## src/rtl/hazard_scoreboard_pkg.sv

```systemverilog
// Shared types and helpers for the WISC pipeline hazard scoreboard.
// Entries carry a fixed-width rd field so the struct can live in a package; NUM_REGS must not exceed 2**MAX_RW.
package wisc_pipe_pkg;

  localparam int MAX_RW      = 8;
  localparam int FWD_REGFILE = 0;

  typedef struct packed {
    logic              valid;
    logic [MAX_RW-1:0] rd;
    logic              reg_write;
    logic              mem_read;
  } sb_entry_t;

  function automatic int fwd_sel_w(input int stages);
    return $clog2(stages + 1);
  endfunction

endpackage

```

## src/rtl/hazard_scoreboard_if.sv

```systemverilog
// Decode-side bundle between the ID stage and the hazard scoreboard.
interface hazard_scoreboard_if
  import wisc_pipe_pkg::*;
#(
  parameter int NUM_REGS = 16,
  parameter int STAGES   = 3,
  parameter int CNT_W    = 16
);
  localparam int RW = $clog2(NUM_REGS);
  localparam int SW = fwd_sel_w(STAGES);

  // id_valid marks a real decode instruction; hazard is the inverse of ready:
  // the instruction is accepted on a cycle with id_valid & ~hazard & ~flush.
  logic          id_valid;
  logic [RW-1:0] id_rs;
  logic [RW-1:0] id_rt;
  logic          id_rs_used;
  logic          id_rt_used;
  logic [RW-1:0] id_rd;
  logic          id_reg_write;
  logic          id_mem_read;
  logic          flush;
  logic             hazard;
  logic [SW-1:0]    fwd_rs_sel;
  logic [SW-1:0]    fwd_rt_sel;
  logic [CNT_W-1:0] stall_count;

  modport master (
    output id_valid, id_rs, id_rt, id_rs_used, id_rt_used, id_rd,
           id_reg_write, id_mem_read, flush,
    input  hazard, fwd_rs_sel, fwd_rt_sel, stall_count
  );

  modport slave (
    input  id_valid, id_rs, id_rt, id_rs_used, id_rt_used, id_rd,
           id_reg_write, id_mem_read, flush,
    output hazard, fwd_rs_sel, fwd_rt_sel, stall_count
  );

endinterface

```

## src/rtl/hazard_scoreboard_sb_match.sv

```systemverilog
// Finds the youngest in-flight entry that writes a given source register.
module sb_match
  import wisc_pipe_pkg::*;
#(
  parameter int STAGES   = 3,
  parameter int ZERO_REG = 1,
  parameter int IDX_W    = 2
) (
  input  logic [MAX_RW-1:0]      i_src,
  input  logic                   i_used,
  input  sb_entry_t [STAGES-1:0] i_entries,
  output logic                   o_any_match,
  output logic [IDX_W-1:0]       o_youngest_idx,
  output logic                   o_youngest_is_load
);

  logic w_src_live;

  assign w_src_live = i_used & ~((ZERO_REG != 0) & (i_src == '0));

  // Walk oldest to youngest so the youngest match is the last one written.
  always_comb begin
    o_any_match        = 1'b0;
    o_youngest_idx     = '0;
    o_youngest_is_load = 1'b0;
    for (int k = STAGES - 1; k >= 0; k--) begin
      if (w_src_live && i_entries[k].valid && i_entries[k].reg_write &&
          (i_entries[k].rd == i_src)) begin
        o_any_match        = 1'b1;
        o_youngest_idx     = IDX_W'(k);
        o_youngest_is_load = i_entries[k].mem_read;
      end
    end
  end

endmodule

```

## src/rtl/hazard_scoreboard.sv

```systemverilog
// Decode-side hazard and forwarding controller: shift scoreboard of in-flight
// destinations, stall request, per-operand forward selects, saturating stall counter.
module hazard_scoreboard
  import wisc_pipe_pkg::*;
#(
  parameter int NUM_REGS = 16,
  parameter int STAGES   = 3,
  parameter int FWD_EN   = 1,
  parameter int ZERO_REG = 1,
  parameter int CNT_W    = 16
) (
  input logic          clk,
  input logic          rst,
  hazard_scoreboard_if.slave bus
);

  localparam int SW = fwd_sel_w(STAGES);

  sb_entry_t [STAGES-1:0] r_entries;
  logic [CNT_W-1:0]       r_stall_count;
  sb_entry_t              w_new_entry;
  logic                   w_live;
  logic                   w_hazard;
  logic                   w_rs_any, w_rs_load, w_rt_any, w_rt_load;
  logic [SW-1:0]          w_rs_idx, w_rt_idx;
  logic                   w_stall_fwd, w_stall_all;

  sb_match #(.STAGES(STAGES), .ZERO_REG(ZERO_REG), .IDX_W(SW)) u_match_rs (
    .i_src              (MAX_RW'(bus.id_rs)),
    .i_used             (bus.id_rs_used),
    .i_entries          (r_entries),
    .o_any_match        (w_rs_any),
    .o_youngest_idx     (w_rs_idx),
    .o_youngest_is_load (w_rs_load)
  );

  sb_match #(.STAGES(STAGES), .ZERO_REG(ZERO_REG), .IDX_W(SW)) u_match_rt (
    .i_src              (MAX_RW'(bus.id_rt)),
    .i_used             (bus.id_rt_used),
    .i_entries          (r_entries),
    .o_any_match        (w_rt_any),
    .o_youngest_idx     (w_rt_idx),
    .o_youngest_is_load (w_rt_load)
  );

  assign w_live = bus.id_valid & ~bus.flush;

  // With forwarding only a load sitting in ID/EX cannot be bypassed in time.
  assign w_stall_fwd = (w_rs_any & w_rs_load & (w_rs_idx == '0)) |
                       (w_rt_any & w_rt_load & (w_rt_idx == '0));
  assign w_stall_all = w_rs_any | w_rt_any;
  assign w_hazard    = ~rst & w_live & ((FWD_EN != 0) ? w_stall_fwd : w_stall_all);

  assign bus.hazard      = w_hazard;
  assign bus.fwd_rs_sel  = (FWD_EN != 0 && w_rs_any && !rst) ? w_rs_idx + SW'(1) : SW'(FWD_REGFILE);
  assign bus.fwd_rt_sel  = (FWD_EN != 0 && w_rt_any && !rst) ? w_rt_idx + SW'(1) : SW'(FWD_REGFILE);
  assign bus.stall_count = r_stall_count;

  always_comb begin
    w_new_entry = '0;
    if (w_live && !w_hazard) begin
      w_new_entry.valid     = 1'b1;
      w_new_entry.rd        = MAX_RW'(bus.id_rd);
      w_new_entry.reg_write = bus.id_reg_write;
      w_new_entry.mem_read  = bus.id_mem_read;
    end
  end

  always_ff @(posedge clk) begin
    if (rst) begin
      r_entries     <= '0;
      r_stall_count <= '0;
    end else begin
      for (int k = 1; k < STAGES; k++) begin
        r_entries[k] <= r_entries[k-1];
      end
      r_entries[0] <= w_new_entry;
      if (w_hazard && (r_stall_count != '1)) begin
        r_stall_count <= r_stall_count + CNT_W'(1);
      end
    end
  end

endmodule

```

## src/flat_wrapper.sv

```systemverilog
// flat-port wrapper written by rule: the top's interface ports become plain ports
module hazard_scoreboard_flat import wisc_pipe_pkg::*;
#(
  parameter int NUM_REGS = 16,
  parameter int STAGES   = 3,
  parameter int FWD_EN   = 1,
  parameter int ZERO_REG = 1,
  parameter int CNT_W    = 16
)
  (clk, rst, bus_id_valid, bus_id_rs, bus_id_rt, bus_id_rs_used, bus_id_rt_used, bus_id_rd, bus_id_reg_write, bus_id_mem_read, bus_flush, bus_hazard, bus_fwd_rs_sel, bus_fwd_rt_sel, bus_stall_count);
  hazard_scoreboard_if #(.NUM_REGS(NUM_REGS), .STAGES(STAGES), .CNT_W(CNT_W)) bus_i ();
  input logic clk;
  input logic rst;
  input wire logic [$bits(bus_i.id_valid)-1:0] bus_id_valid;
  input wire logic [$bits(bus_i.id_rs)-1:0] bus_id_rs;
  input wire logic [$bits(bus_i.id_rt)-1:0] bus_id_rt;
  input wire logic [$bits(bus_i.id_rs_used)-1:0] bus_id_rs_used;
  input wire logic [$bits(bus_i.id_rt_used)-1:0] bus_id_rt_used;
  input wire logic [$bits(bus_i.id_rd)-1:0] bus_id_rd;
  input wire logic [$bits(bus_i.id_reg_write)-1:0] bus_id_reg_write;
  input wire logic [$bits(bus_i.id_mem_read)-1:0] bus_id_mem_read;
  input wire logic [$bits(bus_i.flush)-1:0] bus_flush;
  output wire logic [$bits(bus_i.hazard)-1:0] bus_hazard;
  output wire logic [$bits(bus_i.fwd_rs_sel)-1:0] bus_fwd_rs_sel;
  output wire logic [$bits(bus_i.fwd_rt_sel)-1:0] bus_fwd_rt_sel;
  output wire logic [$bits(bus_i.stall_count)-1:0] bus_stall_count;
  assign bus_i.id_valid = bus_id_valid;
  assign bus_i.id_rs = bus_id_rs;
  assign bus_i.id_rt = bus_id_rt;
  assign bus_i.id_rs_used = bus_id_rs_used;
  assign bus_i.id_rt_used = bus_id_rt_used;
  assign bus_i.id_rd = bus_id_rd;
  assign bus_i.id_reg_write = bus_id_reg_write;
  assign bus_i.id_mem_read = bus_id_mem_read;
  assign bus_i.flush = bus_flush;
  assign bus_hazard = bus_i.hazard;
  assign bus_fwd_rs_sel = bus_i.fwd_rs_sel;
  assign bus_fwd_rt_sel = bus_i.fwd_rt_sel;
  assign bus_stall_count = bus_i.stall_count;
  hazard_scoreboard #(.NUM_REGS(NUM_REGS), .STAGES(STAGES), .FWD_EN(FWD_EN), .ZERO_REG(ZERO_REG), .CNT_W(CNT_W)) u_core (.clk(clk), .rst(rst), .bus(bus_i));
endmodule
```

## config.mk

```make
export PLATFORM = sky130hd
export DESIGN_NAME = hazard_scoreboard_flat
export DESIGN_NICKNAME = d
export VERILOG_FILES = /design/src/rtl/hazard_scoreboard_pkg.sv /design/src/rtl/hazard_scoreboard_if.sv /design/src/rtl/hazard_scoreboard_sb_match.sv /design/src/rtl/hazard_scoreboard.sv /design/src/flat_wrapper.sv
export SDC_FILE = /design/constraint.sdc
export NUM_CORES = 1
export LEC_CHECK = 0
export BUFFER_PORTS_ARGS = -buffer_cell sky130_fd_sc_hd__buf_2
export CAP_MARGIN = 20
export CORE_ASPECT_RATIO = 1.4
export CORE_MARGIN = 1
export CORE_UTILIZATION = 51
export CTS_BUF_LIST = sky130_fd_sc_hd__clkbuf_8
export CTS_CLUSTER_DIAMETER = 100
export CTS_CLUSTER_SIZE = 25
export DETAILED_ROUTE_END_ITERATION = 16
export PLACE_DENSITY = 0.78
export SLEW_MARGIN = 20
export SYNTH_ARGS = -nofsm -noshare
export SYNTH_HDL_FRONTEND = slang
export SYNTH_SLANG_ARGS = --single-unit
```

## constraint.sdc

```tcl
create_clock -name clk -period 2.45 [get_ports clk]
set_input_delay 0.49 -clock clk [delete_from_list [all_inputs] [get_ports clk]]
set_output_delay 0.49 -clock clk [all_outputs]
set_load 0.02 [all_outputs]
```

======== Word-level counts from Yosys, hierarchy flattened ========
Cells that the tools add are included.
storage, ports and cells
  bits in registers ....................... 49
  bits in latches ......................... 0
  bits in writable memories ............... 0
  memory bits (read-only) ................. 0
  output and inout port bits .............. 21
  word-level logic and storage cells ...... 89
  memories ................................ 0
cells by class
  add/sub/neg operators ................... 3
  multiply operators ...................... 0
  divide/modulo/power cells ............... 0
  order comparisons ....................... 0
  equality and inequality tests ........... 7
  shift-type cells ........................ 0
  multiplexer cells ....................... 21
  bitwise gates (word level) .............. 15
  reduce and logical (&&, ||, !) cells .... 29
operators by type and width
  cell                                           number
  == test 8 x 4 -> 1 bit                         6
  logical AND 1 bit                              22
  adder 16 x 1 -> 16 bit, second input constant  1
  zero test 8 bit                                2
  two-way mux 2 bit                              8
  inequality test 16 bit, second input constant  1
  two-way mux 1 bit                              12
  two-way mux 11 bit                             1
  bitwise AND 1 bit                              9
  inverter 1 bit                                 5
  adder 2 x 1 -> 2 bit, second input constant    2
  zero test 2 bit                                2
  zero test 1 bit                                2
  OR reduction 2 bit                             1
  OR 1 bit                                       1

======== Logic depth before layout (Yosys ltp) ========
Gate-level depths: netlist (run 1).
  depth in word-level cells ............... 17
  mapped depth ............................ 13

======== Hierarchy ========
Synthesis (run 1) repeated with hierarchy kept, for this count alone.
unflattened totals
  cells, all modules ...................... 249
  area, all modules ....................... 2225.9 um^2
by module, submodules not included
  module             instances  cells each  area an instance (um^2)  seq. area each (um^2)
  hazard_scoreboard  1          151         1455.1                   740.7
  sb_match           2          49          385.4                    0.0

======== Worst setup path before layout (run 1) ========
Ideal clock, no wire load.
  path type ............................... input to register
  from .................................... in bus_id_rt[1]
  to ...................................... reg u_core.r_stall_count[14], in the netlist u_core.bus.stall_count[14]
  arrival time ............................ 2.807 ns
  required time ........................... 2.359 ns
  slack ................................... -0.448 ns
  stages on the path ...................... 10
  path buffers ............................ 0
  path through ............................ o41ai_4 nor2_1 and3_1 nand2_1 ha_1 o41ai_1 nand4b_2 a31oi_1 a41oi_1 a311oi_1
on the way
  cells in the longest elaborated chain, start to end .. 14
  elaborated cells between the ends (all ways) .. 30
  those cells by class .................... eq/ne: 3; mux: 9; bitwise: 6; reduce/logical: 12
ends and longest elaborated chain
  what                                                                 line                              RTL
  start, declared                                                      flat_wrapper.sv:16                input wire logic [$bits(bus_i.id_rt)-1:0] bus_id_rt;
  zero test 8 bit                                                      hazard_scoreboard_sb_match.sv:19  assign w_src_live = i_used & ~((ZERO_REG != 0) & (i_src == '0));
  inverter 1 bit                                                       hazard_scoreboard_sb_match.sv:19
  bitwise AND 1 bit                                                    hazard_scoreboard_sb_match.sv:19
  logical AND 1 bit (3 in a row)                                       hazard_scoreboard_sb_match.sv:27  if (w_src_live && i_entries[k].valid && i_entries[k].reg_write &&
  two-way mux 1 bit or two-way mux 2 bit (tied branches) (3 in a row)  hazard_scoreboard_sb_match.sv:27
  bitwise AND 1 bit or zero test 2 bit (tied branches)                 hazard_scoreboard.sv:50           (w_rt_any & w_rt_load & (w_rt_idx == '0));
  bitwise AND 1 bit *                                                  hazard_scoreboard.sv:50
  OR 1 bit *                                                           hazard_scoreboard.sv:49           assign w_stall_fwd = (w_rs_any & w_rs_load & (w_rs_idx == '0)) |
  bitwise AND 1 bit *                                                  hazard_scoreboard.sv:52           assign w_hazard = ~rst & w_live & ((FWD_EN != 0) ? w_stall_fwd : w_stall_all);
  net bus_hazard                                                       flat_wrapper.sv:23                output wire logic [$bits(bus_i.hazard)-1:0] bus_hazard;
  logical AND 1 bit *                                                  hazard_scoreboard.sv:78           if (w_hazard && (r_stall_count != '1)) begin
  end signal, assigned                                                 hazard_scoreboard.sv:79           r_stall_count <= r_stall_count + CNT_W'(1);
  end, declared                                                        hazard_scoreboard.sv:20           logic [CNT_W-1:0] r_stall_count;
The timed path passes the listed nets; every way through them passes the cells marked *.
A chain may end at the register's enable or synchronous reset.

======== Worst setup path in the final report (run 1) ========
  from .................................... reg u_core.r_entries[5] (netlist bit)
  to ...................................... out bus_hazard
on the way
  cells in the longest elaborated chain, start to end .. 7
  elaborated cells between the ends (all ways) .. 18
  those cells by class .................... eq/ne: 2; mux: 6; bitwise: 6; reduce/logical: 4
ends and longest elaborated chain
  what                                                    line                                              RTL
  start, declared                                         hazard_scoreboard.sv:19                           sb_entry_t [STAGES-1:0] r_entries;
  start signal, assigned by index                         hazard_scoreboard.sv:75                           r_entries[k] <= r_entries[k-1];
  == test 8 x 4 -> 1 bit                                  hazard_scoreboard_sb_match.sv:28                  (i_entries[k].rd == i_src)) begin
  logical AND 1 bit                                       hazard_scoreboard_sb_match.sv:27
  two-way mux 1 bit or two-way mux 2 bit (tied branches)  hazard_scoreboard_sb_match.sv:27
  bitwise AND 1 bit, or another cell as far along         hazard_scoreboard.sv:49
  bitwise AND 1 bit, on equally long branches             hazard_scoreboard.sv:49, hazard_scoreboard.sv:50
  OR 1 bit *                                              hazard_scoreboard.sv:49
  bitwise AND 1 bit *                                     hazard_scoreboard.sv:52
  end, declared                                           flat_wrapper.sv:23
Mark *: on every way between the ends. The rest lies on a longest branch, timed or not.

==> results.cfg, run 1 <==
[synthesis]
ys_ff_latch = 37
async_reset_ff_frac = 0
yosysWarnings = 0
synthCells = 224
ys_types = 40
syn_area_sq_um = 1973
synth_edf_count = 0
synth_top_flop_cell = dfxtp_1
syn-mean-instance-area_sq_um = 8.809
ys_seq_area_frac = 0.3754
synth_nets = 247

[place]
place_congestion = 0.8498
post-place-ws_ns = -0.7222
placedCellCount = 339
port_buffers = 40
dp_hpwl_um = 3800

[cells_and_area]
final_nets = 351
fillers = 200
fin_cells = 371
diodes = 0
area_growth_syn_to_layout_pct = 57.26
drive_above_1_share = 0.5046

[cts]
cts.sinks = 37
cts-root-buf = clkbuf_8
h-tree-depth = 2
cts_buffers = 5
cts_tree = built
cts_buffer_depth = 2
clk_pin_slew_ns = 0.07
hold_buffers = 0
insertion_delay_ns = 0.30

[power]
p_leak_nw = 1.360
power_density_nw_per_um2 = 386.7
finalPower_w = 0.001200
peakVddDrop_mv = 0.4274

[global_route]
grt_max_degree = 36
grt_pass1_wl_um = 8894
grt_pass1_vias = 2008
grt_antenna_before_repair = 0
gr-usage-all-layers = 0.3118
grt.overflow.total = 0

[routing]
post_drt_wl_per_cell_um = 18.82
routed_wl_um = 6982
drt-vias-per-instance = 5.930
remaining_drc_errors = 0
vias = 2200
drt_first_pass_iters = 4
drtIter0Drc = 113
ant_nets = 0

[sta]
rsz0062_at_grt = true
fin_crit_ns = 2.995
period_share = 1.222
fin_skew_ns = 0.006217
slew_viol_final = 0
relSlewSlack = 0.7114
worst_slew_pin_slew_ns = 0.4300
final.setup.tns_ns = -8.473
setup_slack_ns = -0.5450
max_freq_mhz = 333.9
finalHoldViolCount = 0
setup_viol_count_final = 28
holdWs_ns = 0.3852

[outcome]
violations = negative setup slack
outcome = finished with violations

[critical_path]
critical_path_class = flop to output port
worstPathMaxFanout = 3
ff2ff_setup_slack_ns = -0.43
critPathCaptureType = output port
cp.required_ns = 1.96
worstSetupStartpointType = flop
arrival_ns = 2.51

[floorplan]
io_pins = 41
dieArea_sq_um = 4125
die_w_um = 54.57
die_height_um = 75.60
core_area_sq_um = 3676
start_util = 0.5368
row_count = 26

[min_path]
hold_class = input pin to flop

[job]
max_cap_viol_count = 0
where the power goes:
part	internal (W)	switching, W
sequential	0.000606	0.00000650
combinational	0.0000767	0.0000780
clock	0.000196	0.000236
total	0.000879	0.000321
flip-flops by register name, indices dropped and copies added (netlist names):
name	cells
u_core.r_entries	21
u_core.bus.stall_count	16
repair_timing:
action | in CTS | in global routing
pin swaps | 17 | 21
buffers inserted | 15 | 10
gates resized for setup | 45 | 34
cloned | 1 | 0
endpoints found under the setup margin | 27 | 28
metal layers:
layer / GRT usage / share of wire / vias to the layer above
li1: - / - / 1006
met1: 0.2762 / 0.34 / 1032
met2: 0.6138 / 0.52 / 112
met3: 0.05788 / 0.059 / 50
met4: 0.1852 / 0.078 / 0
met5: 0 / 0 / -
Yosys cell counts, drive strengths merged, types with 2 or more instances:
library cell	number	area share
a21oi	10	0.025
a311oi	5	0.031
a31o	8	0.036
and2	8	0.025
and3	6	0.019
buf	3	0.013
clkbuf	3	0.0057
dfxtp	37	0.38
ha	3	0.019
inv	8	0.015
mux2	2	0.011
nand2	13	0.025
nand3	11	0.028
nand4	11	0.035
nor2	27	0.051
nor2b	16	0.051
nor3	4	0.010
o21ai	4	0.012
o311a	2	0.010
o41ai	2	0.018
or2	2	0.0063
xnor2	20	0.089
xor2	6	0.027
final timing paths:
| path | from | endpoint | cells after the start |
|---|---|---|---|
| max reg2reg | u_core.r_entries[5] | u_core.bus.stall_count[15] | 15 |
| max | u_core.r_entries[5] | bus_hazard | 12 |
| min reg2reg | u_core.r_entries[21] | u_core.r_entries[32] | 1 |
| min | bus_id_reg_write | u_core.r_entries[1] | 2 |
metrics by stage:
step             util  instance area (sq um)
2_1_floorplan       -                   1989
3_3_place_gp   0.6794                   2497
3_5_place_dp   0.6794                   2497
4_1_cts        0.7862                   2890
5_1_grt        0.8441                   3103
6_report       0.8441                   3103
cell type report:
class | count | area, sq um | share of cell area
timing repair buffer | 103 | 759.5 | 0.2448
clock inverter | 3 | 17.52 | 0.005645
tap | 42 | 52.55 | 0.01694
inverter | 8 | 30.03 | 0.009677
multi-input combinational | 173 | 1423 | 0.4585
sequential | 37 | 752.0 | 0.2423
clock buffer | 5 | 68.82 | 0.02218
worst max-delay path: stages, from the launching register on:
cell	delay, ns
dfxtp_1	0.34
xnor2_1	0.20
nand4_1	0.16
or2_4	0.30
nor2_4	0.14
nor2_2	0.07
nand2_2	0.09
ha_4	0.14
o41ai_4	0.08
nand4b_4	0.20
buf_4	0.17
a31oi_4	0.18
buf_6	0.14
kinds of logic (layout without fill, tap and decap cells):
kind of cell / after synthesis / in the layout / synth area share
adders and majority gates: 3 / 3 / 0.01903
muxes: 3 / 3 / 0.01649
DFF: 37 / 37 / 0.3754
AOI/OAI and AO/OA: 40 / 40 / 0.1731
buffers and inverters: 14 / 119 / 0.03424
xor gates and xnor gates: 26 / 26 / 0.1154
and+or+nand+nor: 101 / 101 / 0.2663
placed cells by master, fill, tap and decap left out, drive strengths merged, types with 2 or more instances in the layout:
cell    instances
and2            8
nand3          11
mux2            2
buf           103
clkbuf          5
ha              3
xnor2          20
o311a           2
nand4          11
nor2b          16
a31o            8
nor2           27
o41ai           2
or2             2
dfxtp          37
nor3            4
a311oi          5
nand2          13
clkinv          2
inv             8
a21oi          10
o21ai           4
and3            6
xor2            6
(Power assumes the default switching activity.)
==> inputs of run 2 (changes only) <==
==> constraint.sdc (replaced) <==
create_clock -name clk -period 2.5 [get_ports clk]
set_input_delay 0.5 -clock clk [delete_from_list [all_inputs] [get_ports clk]]
set_output_delay 0.5 -clock clk [all_outputs]
set_load 0.02 [all_outputs]
==> run 2 against run 1 <==
  * The run still ends with negative setup slack left
  * Final area shrank 2.0%
  * Hold slack gained 0.0090 ns
  * Clock power grew 24%
  * Clock-buffer cell count is the same
  * Combinational power shrank 15%
  * Core utilization shrank 1.7 points
  * Critical path type is now input pin to output port
  * Largest power group unchanged
  * Highest routed layer unchanged
==> results.cfg, run 2 (same netlist as run 1, synthesis figures left out) <==
[routing]
post_drt_wl_per_cell_um = 18.42
vias = 2170
routed_wl_um = 6725
drt_first_pass_iters = 6
drt-vias-per-instance = 5.945
drtIter0Drc = 88
remaining_drc_errors = 0
ant_nets = 0

[sta]
max_freq_mhz = 318.0
fin_skew_ns = 0.01016
relSlewSlack = 0.6959
slew_viol_final = 0
finalHoldViolCount = 0
period_share = 1.258
fin_crit_ns = 3.145
worst_slew_pin_slew_ns = 0.4545
setup_slack_ns = -0.6446
setup_viol_count_final = 26
rsz0062_at_grt = true

[critical_path]
setup.worst_path.end = bus_hazard
worstPathMaxFanout = 4
worstSetupStartpointType = input pin
critPathLaunch = bus_id_rt[2]
critical_path_class = input pin to output port
rr_endpoint = u_core.bus.stall_count[6]
arrival_ns = 2.64
cp.required_ns = 2.00
critPathCaptureType = output port
ff2ff_setup_slack_ns = -0.58
rr_worst_depth = 16
r2r-start = u_core.r_entries[15]

[cts]
insertion_delay_ns = 0.30
clk_pin_slew_ns = 0.08
cts_buffer_depth = 2
cts-root-buf = clkbuf_8
cts.sinks = 37
cts_tree = built
cts_buffers = 5
h-tree-depth = 2

[floorplan]
dieArea_sq_um = 4125
row_count = 26
die_height_um = 75.60
core_area_sq_um = 3676
start_util = 0.5368
io_pins = 41
die_w_um = 54.57

[cells_and_area]
final_cell_mix = buf_4, dfxtp_1, buf_2
largest_reg_flops = 21
fin_cells = 365
design_area_sq_um = 3042
area_growth_syn_to_layout_pct = 54.15
layout_commonest_cell = buf_4
diodes = 0
fillers = 217
final_nets = 345
drive_above_1_share = 0.4706
top_register = u_core.r_entries

[global_route]
gr-usage-all-layers = 0.3158
grt_pass1_wl_um = 9232
grt_max_degree = 36
grt_antenna_before_repair = 0
grt_pass1_vias = 2151
grt.overflow.total = 0

[power]
peakVddDrop_mv = 0.5121
power_density_nw_per_um2 = 417.5
p_leak_nw = 1.321

[place]
placedCellCount = 337
dpl_cell_area_sq_um = 2482
dp_hpwl_um = 3844
port_buffers = 40
place_congestion = 0.8591

[job]
max_cap_viol_count = 0

[outcome]
violations = negative setup slack
outcome = finished with violations

[min_path]
hold_class = input pin to flop
## run 2: cell count changes in the layout (fill, tap and decap cells not counted), moves of 3 or more
| cell | before | now |
|---|---|---|
| xnor2_1 | 12 | 18 |
| a21oi_2 | 2 | 8 |
| dfxtp_2 | 3 | 0 |
| buf_4 | 55 | 47 |
| dfxtp_1 | 32 | 35 |
| a21oi_1 | 8 | 2 |
| xnor2_2 | 8 | 2 |
## run 2: critical path, stage by stage
cell	delay (ns)
buf_4	0.15
xor2_2	0.18
nor3_2	0.30
nand3_2	0.21
nor2_4	0.17
nor2_1	0.06
nand2_1	0.09
ha_4	0.15
o41ai_4	0.08
a211o_1	0.29
buf_6	0.15
a31oi_4	0.17
buf_6	0.14
## run 2: area by class of cell
class | count | area [sq um] | share of cell area
timing repair buffer | 97 | 716.9 | 0.2357
inverter | 8 | 30.03 | 0.009872
clock inverter | 3 | 46.29 | 0.01522
tap | 42 | 52.55 | 0.01728
sequential | 37 | 748.2 | 0.2460
multi-input combinational | 173 | 1379 | 0.4533
clock buffer | 5 | 68.82 | 0.02262
## run 2: report_power, final
part           switching [W]  internal [W]
Sequential        0.00000583      0.000594
Clock               0.000239      0.000299
Combinational      0.0000661     0.0000664
## run 2: worst min path at each step
| stage | from | end | slack [ns] | cells past startpoint |
|---|---|---|---|---|
| 2_1_floorplan | u_core.r_entries[21] | u_core.r_entries[32] | 0.43 | 1 |
| 3_3_place_gp | u_core.r_entries[21] | u_core.r_entries[32] | 0.43 | 1 |
| 3_5_place_dp | u_core.r_entries[21] | u_core.r_entries[32] | 0.45 | 1 |
| 4_1_cts | bus_id_reg_write | u_core.r_entries[1] | 0.40 | 2 |
| 5_1_grt | bus_id_mem_read | u_core.r_entries[0] | 0.39 | 2 |
| 6_report | bus_id_reg_write | u_core.r_entries[1] | 0.39 | 2 |
## run 2: routing by layer
layer | share of wire | up-vias | global-route usage
met4 | 0.073 | 0 | 0.2194
met3 | 0.060 | 47 | 0.07784
met5 | 0 | - | 0
met2 | 0.55 | 113 | 0.6043
li1 | - | 990 | -
met1 | 0.32 | 1020 | 0.2703
## run 2: metrics by stage
stage	setup slack [ns]	total power, W	hold WS, ns	util	TNS (ns)
after floorplan	-0.1970	0.0006618	0.4291	-	-2.253
after CTS	-0.4616	0.001251	0.4007	0.7641	-4.965
after global placement	-0.5945	0.0007180	0.4339	0.6753	-10.54
after detailed placement	-0.6627	0.0007210	0.4520	0.6753	-12.13
final	-0.6446	0.001270	0.3942	0.8274	-8.476
after global routing	-0.7707	0.001305	0.3922	0.8274	-12.04
## run 2: repair_timing
action                                  in CTS  in global routing
setup buffers                               15                 10
hold endpoints to repair                     0                  0
hold buffers                                 0                  0
pin swaps                                   12                 22
endpoints found under the setup margin      26                 26
gates resized for setup                     28                 46
